[src/rtl/exc_encoder.sv]
// Commit-stage exception encoder/sequencer: prioritizes exceptions and interrupts, sequences flush and redirect.
// Optional EXC_INT_SYNC_EN adds a 2-flop synchronizer on the hardware interrupt lines.
module exc_encoder #(
    parameter int INT_NUM = 6
) (
    input  logic               clk,
    input  logic               rst_n,
    input  logic [INT_NUM-1:0] HWInt_I,
    input  logic [INT_NUM-1:0] IM_I,
    input  logic               IE_I,
    input  logic               EXL_I,
    input  logic               Valid_I,
    input  logic [31:2]        PC_I,
    input  logic               InDelaySlot_I,
    input  logic               ExcAdEL_I,
    input  logic               ExcTLBL_I,
    input  logic               ExcTLBS_I,
    input  logic               ExcRI_I,
    input  logic               ExcSC_I,
    input  logic               ExcBP_I,
    input  logic               ERET_I,
    input  logic               Ack_I,
    output logic               Flush_O,
    output logic [6:2]         ExcCode_O,
    output logic [31:2]        EPC_O,
    output logic               BD_O,
    output logic               SetEXL_O,
    output logic               ClrEXL_O,
    output logic               ExcReq_O,
    output logic               EretReq_O
);

    typedef enum logic [1:0] {IDLE, FLUSH, REDIR} state_t;

    state_t             state, state_nxt;
    logic               kind_eret, kind_eret_nxt;
    logic               latch;
    logic [INT_NUM-1:0] hwint_s;
    logic               int_pend;
    logic               exc_any;
    logic [4:0]         code_nxt;

`ifdef EXC_INT_SYNC_EN
    logic [INT_NUM-1:0] hwint_p0, hwint_p1;

    always_ff @(posedge clk or negedge rst_n) begin
        if (!rst_n) begin
            hwint_p0 <= '0;
            hwint_p1 <= '0;
        end else begin
            hwint_p0 <= HWInt_I;
            hwint_p1 <= hwint_p0;
        end
    end

    assign hwint_s = hwint_p1;
`else
    assign hwint_s = HWInt_I;
`endif

    function automatic logic [4:0] exc_code(input logic intp, input logic adel,
                                            input logic tlbl, input logic tlbs,
                                            input logic ri, input logic sc,
                                            input logic bp);
        logic [4:0] c;
        c = 5'd0;
        if (intp)      c = 5'd0;
        else if (adel) c = 5'd4;
        else if (tlbl) c = 5'd2;
        else if (tlbs) c = 5'd3;
        else if (ri)   c = 5'd10;
        else if (sc)   c = 5'd8;
        else if (bp)   c = 5'd9;
        return c;
    endfunction

    assign int_pend = (|(hwint_s & IM_I)) & IE_I & ~EXL_I;
    assign exc_any  = int_pend | ExcAdEL_I | ExcTLBL_I | ExcTLBS_I |
                      ExcRI_I | ExcSC_I | ExcBP_I;
    assign code_nxt = exc_code(int_pend, ExcAdEL_I, ExcTLBL_I, ExcTLBS_I,
                               ExcRI_I, ExcSC_I, ExcBP_I);

    always_ff @(posedge clk or negedge rst_n) begin
        if (!rst_n) begin
            state     <= IDLE;
            kind_eret <= 1'b0;
        end else begin
            state     <= state_nxt;
            kind_eret <= kind_eret_nxt;
        end
    end

    // Exceptions take precedence over ERET; a bare ERET leaves cause/EPC/BD alone
    always_comb begin
        state_nxt     = state;
        kind_eret_nxt = kind_eret;
        latch         = 1'b0;
        case (state)
            IDLE: begin
                if (Valid_I) begin
                    if (exc_any) begin
                        state_nxt     = FLUSH;
                        kind_eret_nxt = 1'b0;
                        latch         = 1'b1;
                    end else if (ERET_I) begin
                        state_nxt     = FLUSH;
                        kind_eret_nxt = 1'b1;
                    end
                end
            end
            FLUSH:   state_nxt = REDIR;
            REDIR:   if (Ack_I) state_nxt = IDLE;
            default: state_nxt = IDLE;
        endcase
    end

    always_comb begin
        Flush_O   = (state == FLUSH);
        SetEXL_O  = (state == FLUSH) & ~kind_eret;
        ClrEXL_O  = (state == FLUSH) &  kind_eret;
        ExcReq_O  = (state == REDIR) & ~kind_eret;
        EretReq_O = (state == REDIR) &  kind_eret;
    end

    always_ff @(posedge clk or negedge rst_n) begin
        if (!rst_n) begin
            ExcCode_O <= '0;
            EPC_O     <= '0;
            BD_O      <= 1'b0;
        end else if (latch) begin
            ExcCode_O <= code_nxt;
            EPC_O     <= InDelaySlot_I ? (PC_I - 30'd1) : PC_I;
            BD_O      <= InDelaySlot_I;
        end
    end

endmodule

[config.mk]
export PLATFORM = sky130hd
export DESIGN_NAME = exc_encoder
export DESIGN_NICKNAME = d
export VERILOG_FILES = /design/src/rtl/exc_encoder.sv
export SDC_FILE = /design/constraint.sdc
export NUM_CORES = 1
export LEC_CHECK = 0
export ABC_AREA = 1
export CAP_MARGIN = 20
export CORE_UTILIZATION = 30
export DETAILED_ROUTE_END_ITERATION = 10
export GPL_TIMING_DRIVEN = 0
export PLACE_DENSITY = 0.66
export SLEW_MARGIN = 30
export SYNTH_ARGS = -nofsm -noshare
export SYNTH_HDL_FRONTEND = slang
export SYNTH_SLANG_ARGS = --single-unit
[constraint.sdc]
create_clock -name clk -period 1.1 [get_ports clk]
set_input_delay 0.22 -clock clk [delete_from_list [all_inputs] [get_ports clk]]
set_output_delay 0.22 -clock clk [all_outputs]
set_load 0.01 [all_outputs]
# == Word-level counts from Yosys, hierarchy flattened ==
# Cells that the tools add are included.
# totals
reg_bits,39
latch_bits,0
mem_bits_rw,0
rom_bits,0
inputBits,56
out_inout_bits,41
word_cells,49
mem_count,0
# op_classes
add_sub_neg,1
n_mul,0
div_mod_pow,0
magnitude_cmp,0
n_eq_ne,5
shift,0
n_mux,18
bitwise,15
reduce_logical,5
# ops
operator,count
$mux W30,1
$sub A30 B1 Y30 const B,1
$mux W4,6
$mux W2,4
$and A1 B1 Y1,6
$and A6 B6 Y6,1
$or A1 B1 Y1,6
$pmux W2 S3,1
$reduce_and A3 Y1,2
$reduce_or A6 Y1,1
$mux W1,5
$mux W5,1
$ne A2 B2 Y1 const B,2
$ne A3 B3 Y1 const B,1
$eq A2 B1 Y1 const B,1
$eq A2 B2 Y1 const B,1
$logic_not A2 Y1,1
$not A1 Y1,2
$reduce_bool A2 Y1,1

# == Longest topological paths before layout ==
# logic_depth
depth_word,13
depth_mapped,10
mapped_depth_nobuf,10

# == Worst setup path before layout ==
# OpenSTA, ideal clock, no wires.
# synth_timing
path_kind,in2reg
startpoint,input port PC_I[2] (netlist name)
endpoint,register EPC_O[30] (netlist name)
setup_time_ps,119
t_arrival_ps,1128
required_time_ps,981
path_slack_ps,-146
stages,9
n_path_buf,0
cell_sequence,inv_1 ha_1 nand2_1 nor2_2 nand2_2 nor2_4 nand4_1 nand2_1 o21ai_2
# synth_via
elab_chain_len,2
# synth_rtl
item,line,text
from (decl),13,"input logic [31:2] PC_I,"
$sub A30 B1 Y30,132,EPC_O <= InDelaySlot_I ? (PC_I - 30'd1) : PC_I;
$mux W30,132,
to (signal assigned),132,
to (decl),25,"output logic [31:2] EPC_O,"
# No other way between the ends.
# A chain may end at the register's enable or synchronous reset.

# == Worst setup path after layout ==
# layout_timing
startpoint,register state[1]
endpoint,output port ClrEXL_O
# layout_via
elab_chain_len,2
# layout_rtl
item,line,text
from (decl),35,"state_t state, state_nxt;"
from (signal assigned),88,state <= state_nxt;
$eq A2 B1 Y1,120,ClrEXL_O = (state == FLUSH) & kind_eret;
$and A1 B1 Y1,120,
to (decl),28,"output logic ClrEXL_O,"
# No other way between the ends.

==> metrics.cfg <==
[status]
status = complete, but fails checks
failed_checks = negative setup slack

[sta]
setup_violations = 43
fmax_mhz = 758.7
final-hold-violation-count = 0
slew_viol_final = 0
fin_crit_ps = 1318
fin_crit_sh_pct = 119.8
rsz0062_at_grt = yes
clock_skew_ps = 2.300
setup_slack_ps = -218.0

[clocking]
clk_pin_slew_worst_paths_ps = 70
cts_tree = yes
cts_root_buf = clkbuf_8
htree_levels = 2
clk_latency_ps = 290
cts_inserted_buffers = 5
cts_buffer_depth = 2
clock_sinks = 38

[worst_setup_path]
reg2reg_setup_slack_ps = -210
max_stage_delay_ps = 400
rr_startpoint = state[1]
endpoint_kind = output pin
crit_type = register to output pin
reg2reg_depth = 8
critPathSlowestCell = dfrtp_1
start_kind = register
cp.arrival_ps = 1100
required_ps = 880
crit_path_max_fanout = 3
crit_chain = nor2_2 -> inv_2 -> nor2_1 -> buf_2
r2r_end = EPC_O[17]

[job]
drv_cap = 0

[placed_design]
place_hpwl_mm = 6.011
portBuffers = 95
postPlaceCellArea_sq_um = 3651
gp_congestion = 0.8350
dp_cells = 556

[yosys]
ys.flop_type = dfrtp_1
synth-async-reset-ratio_pct = 100.0
netlist-cell-type-count = 28
synth_warnings = 0
syn_inst = 358
synth_seq_cells = 38
synthesis.area_sq_um = 2477
synth_area_per_cell_sq_um = 6.920
synth_edf_count = 0
syn_nets = 415
synth_seq_area_share_pct = 38.38

[finish]
final_common_cell = nand2_1
drive_above_1_share_pct = 41.55
fin_cells = 605
syn_to_final_growth_pct = 67.83
fin_nets = 559
final_cell_mix = nand2_1 (79), nand2_2 (45), buf_2 (40)
num_antenna_cells = 0
fin_area_sq_um = 4158

[floorplan]
core_sq_um = 7848
dieWidth_um = 92.88
row_count = 32
chipHeight_um = 92.88
initial_core_util_pct = 31.57
ios = 97
dieArea_sq_um = 8626

[route]
post_drt_via_cell_ratio = 4.613
firstDrtPassIters = 6
drtIter0Drc = 92
detail-route-antenna-nets = 0
wirelength_mm = 8.036
vias = 2791
wl_per_cell_um = 13.28
drc = 0

[global_routing]
overflow = 0
antenna_found_initial = 0
grt_pass1_vias = 2740
grt_usage_pct = 19.05
grt_pass1_wl_mm = 12.78
grt_max_degree = 29

[power_and_ir_drop]
ir_drop_uv = 636.3
power.leakage_nw = 2.137
p_per_area_nw_per_um2 = 1769

[hold_path]
hold_class = input pin to asynchronous set/reset pin

==> cell families after synthesis <==
kind of cell / Yosys count / share of synthesized area, %
AO/OA/AOI/OAI: 40 / 9.091
XOR/XNOR: 10 / 3.536
adder cells (fa/ha/maj): 1 / 0.5050
buffers and inverters: 42 / 7.323
flip-flops: 38 / 38.38
other: 1 / 0.1514
AND/OR/NAND/NOR: 226 / 41.01
==> metrics by stage <==
| step | TNS [ps] | hold WS [ps] | utilization [%] | power [W] | worst slack, ps |
|---|---|---|---|---|---|
| final | -7360 | 351.5 | 52.98 | 0.007356 | -218.0 |
| after global routing | -10180 | 371.7 | 52.98 | 0.007838 | -281.2 |
| after CTS | -8651 | 337.8 | 49.43 | 0.006771 | -243.5 |
| after detailed placement | -28380 | 116.7 | 46.52 | 0.005814 | -886.5 |
| after global placement | -68190 | 465.0 | 46.33 | 0.005744 | -1069 |
| after floorplan | -1078 | -75.59 | - | 0.003822 | -40.12 |
==> state kept, by name, indices dropped and copies added, names as in the netlist <==
| register | flops |
|---|---|
| EPC_O | 30 |
| ExcCode_O | 4 |
| state | 2 |
| BD_O | 1 |
| kind_eret | 1 |
==> layout make-up <==
type,count,area (sq um)
fill,783,3690
timing repair buffer,136,1092
multi-input combinational,279,1645
tap,102,127.6
inverter,35,163.9
sequential,38,950.9
clock buffer,7,86.33
buffer,7,86.33
clock inverter,1,5.005
==> report_power, final <==
group	total [W]	switching, W	internal (W)
combinational	0.00391	0.00198	0.00193
sequential	0.00246	0.000421	0.00204
clock	0.000979	0.000474	0.000505
==> layer usage <==
layer / GRT usage (%) / up-vias / wire [um]
li1: - / 1412 / -
met1: 24.10 / 1299 / 3535
met2: 33.09 / 72 / 3981
met3: 2.545 / 8 / 387
met4: 6.538 / 0 / 133
met5: 0 / - / 0
==> how the worst max path moves through the flow <==
stage	from	to	slack (ps)	cells past startpoint
final	state[1]	ClrEXL_O	-220	4
after global routing	state[1]	EPC_O[17]	-280	8
after CTS	state[1]	EPC_O[14]	-240	8
after detailed placement	PC_I[3]	EPC_O[24]	-890	11
after global placement	rst_n	EPC_O[26]	-1070	1
after floorplan	ExcTLBS_I	EPC_O[4]	-40	7
==> cell usage after synthesis, types with 2 or more instances <==
| cell | instances | area (sq um) |
|---|---|---|
| xor2_1 | 8 | 70.07 |
| xnor2_1 | 2 | 17.52 |
| nor2_2 | 7 | 43.79 |
| o21ai_0 | 14 | 70.07 |
| o21ai_2 | 4 | 35.03 |
| dfrtp_1 | 38 | 950.9 |
| nand2_4 | 2 | 22.52 |
| nand2_1 | 122 | 457.9 |
| inv_1 | 34 | 127.6 |
| nor2_1 | 50 | 187.7 |
| o21bai_1 | 3 | 22.52 |
| buf_4 | 6 | 45.04 |
| nor2_8 | 2 | 40.04 |
| nand4_1 | 7 | 43.79 |
| o21ai_1 | 16 | 80.08 |
| a21oi_1 | 2 | 10.01 |
| nand3_1 | 21 | 105.1 |
| nor3_1 | 2 | 10.01 |
| nand2_2 | 6 | 37.54 |
| nor2_4 | 4 | 45.04 |
==> timing repair <==
action / CTS / global route
hold buffers: 1 / 0
hold endpoints to repair: 10 / 0
pin swaps: 38 / 20
resized for setup: 270 / 68
endpoints found under the setup margin: 77 / 43
setup buffers: 29 / 5
gates cloned: 3 / 3
==> worst max-delay path, delay by kind of cell (launching register included) <==
kind	cells	cell delay (ps)
buffers and inverters	2	190
DFF	1	400
and+or+nand+nor	2	220
Note: power is estimated with default switching activity, not from simulation.
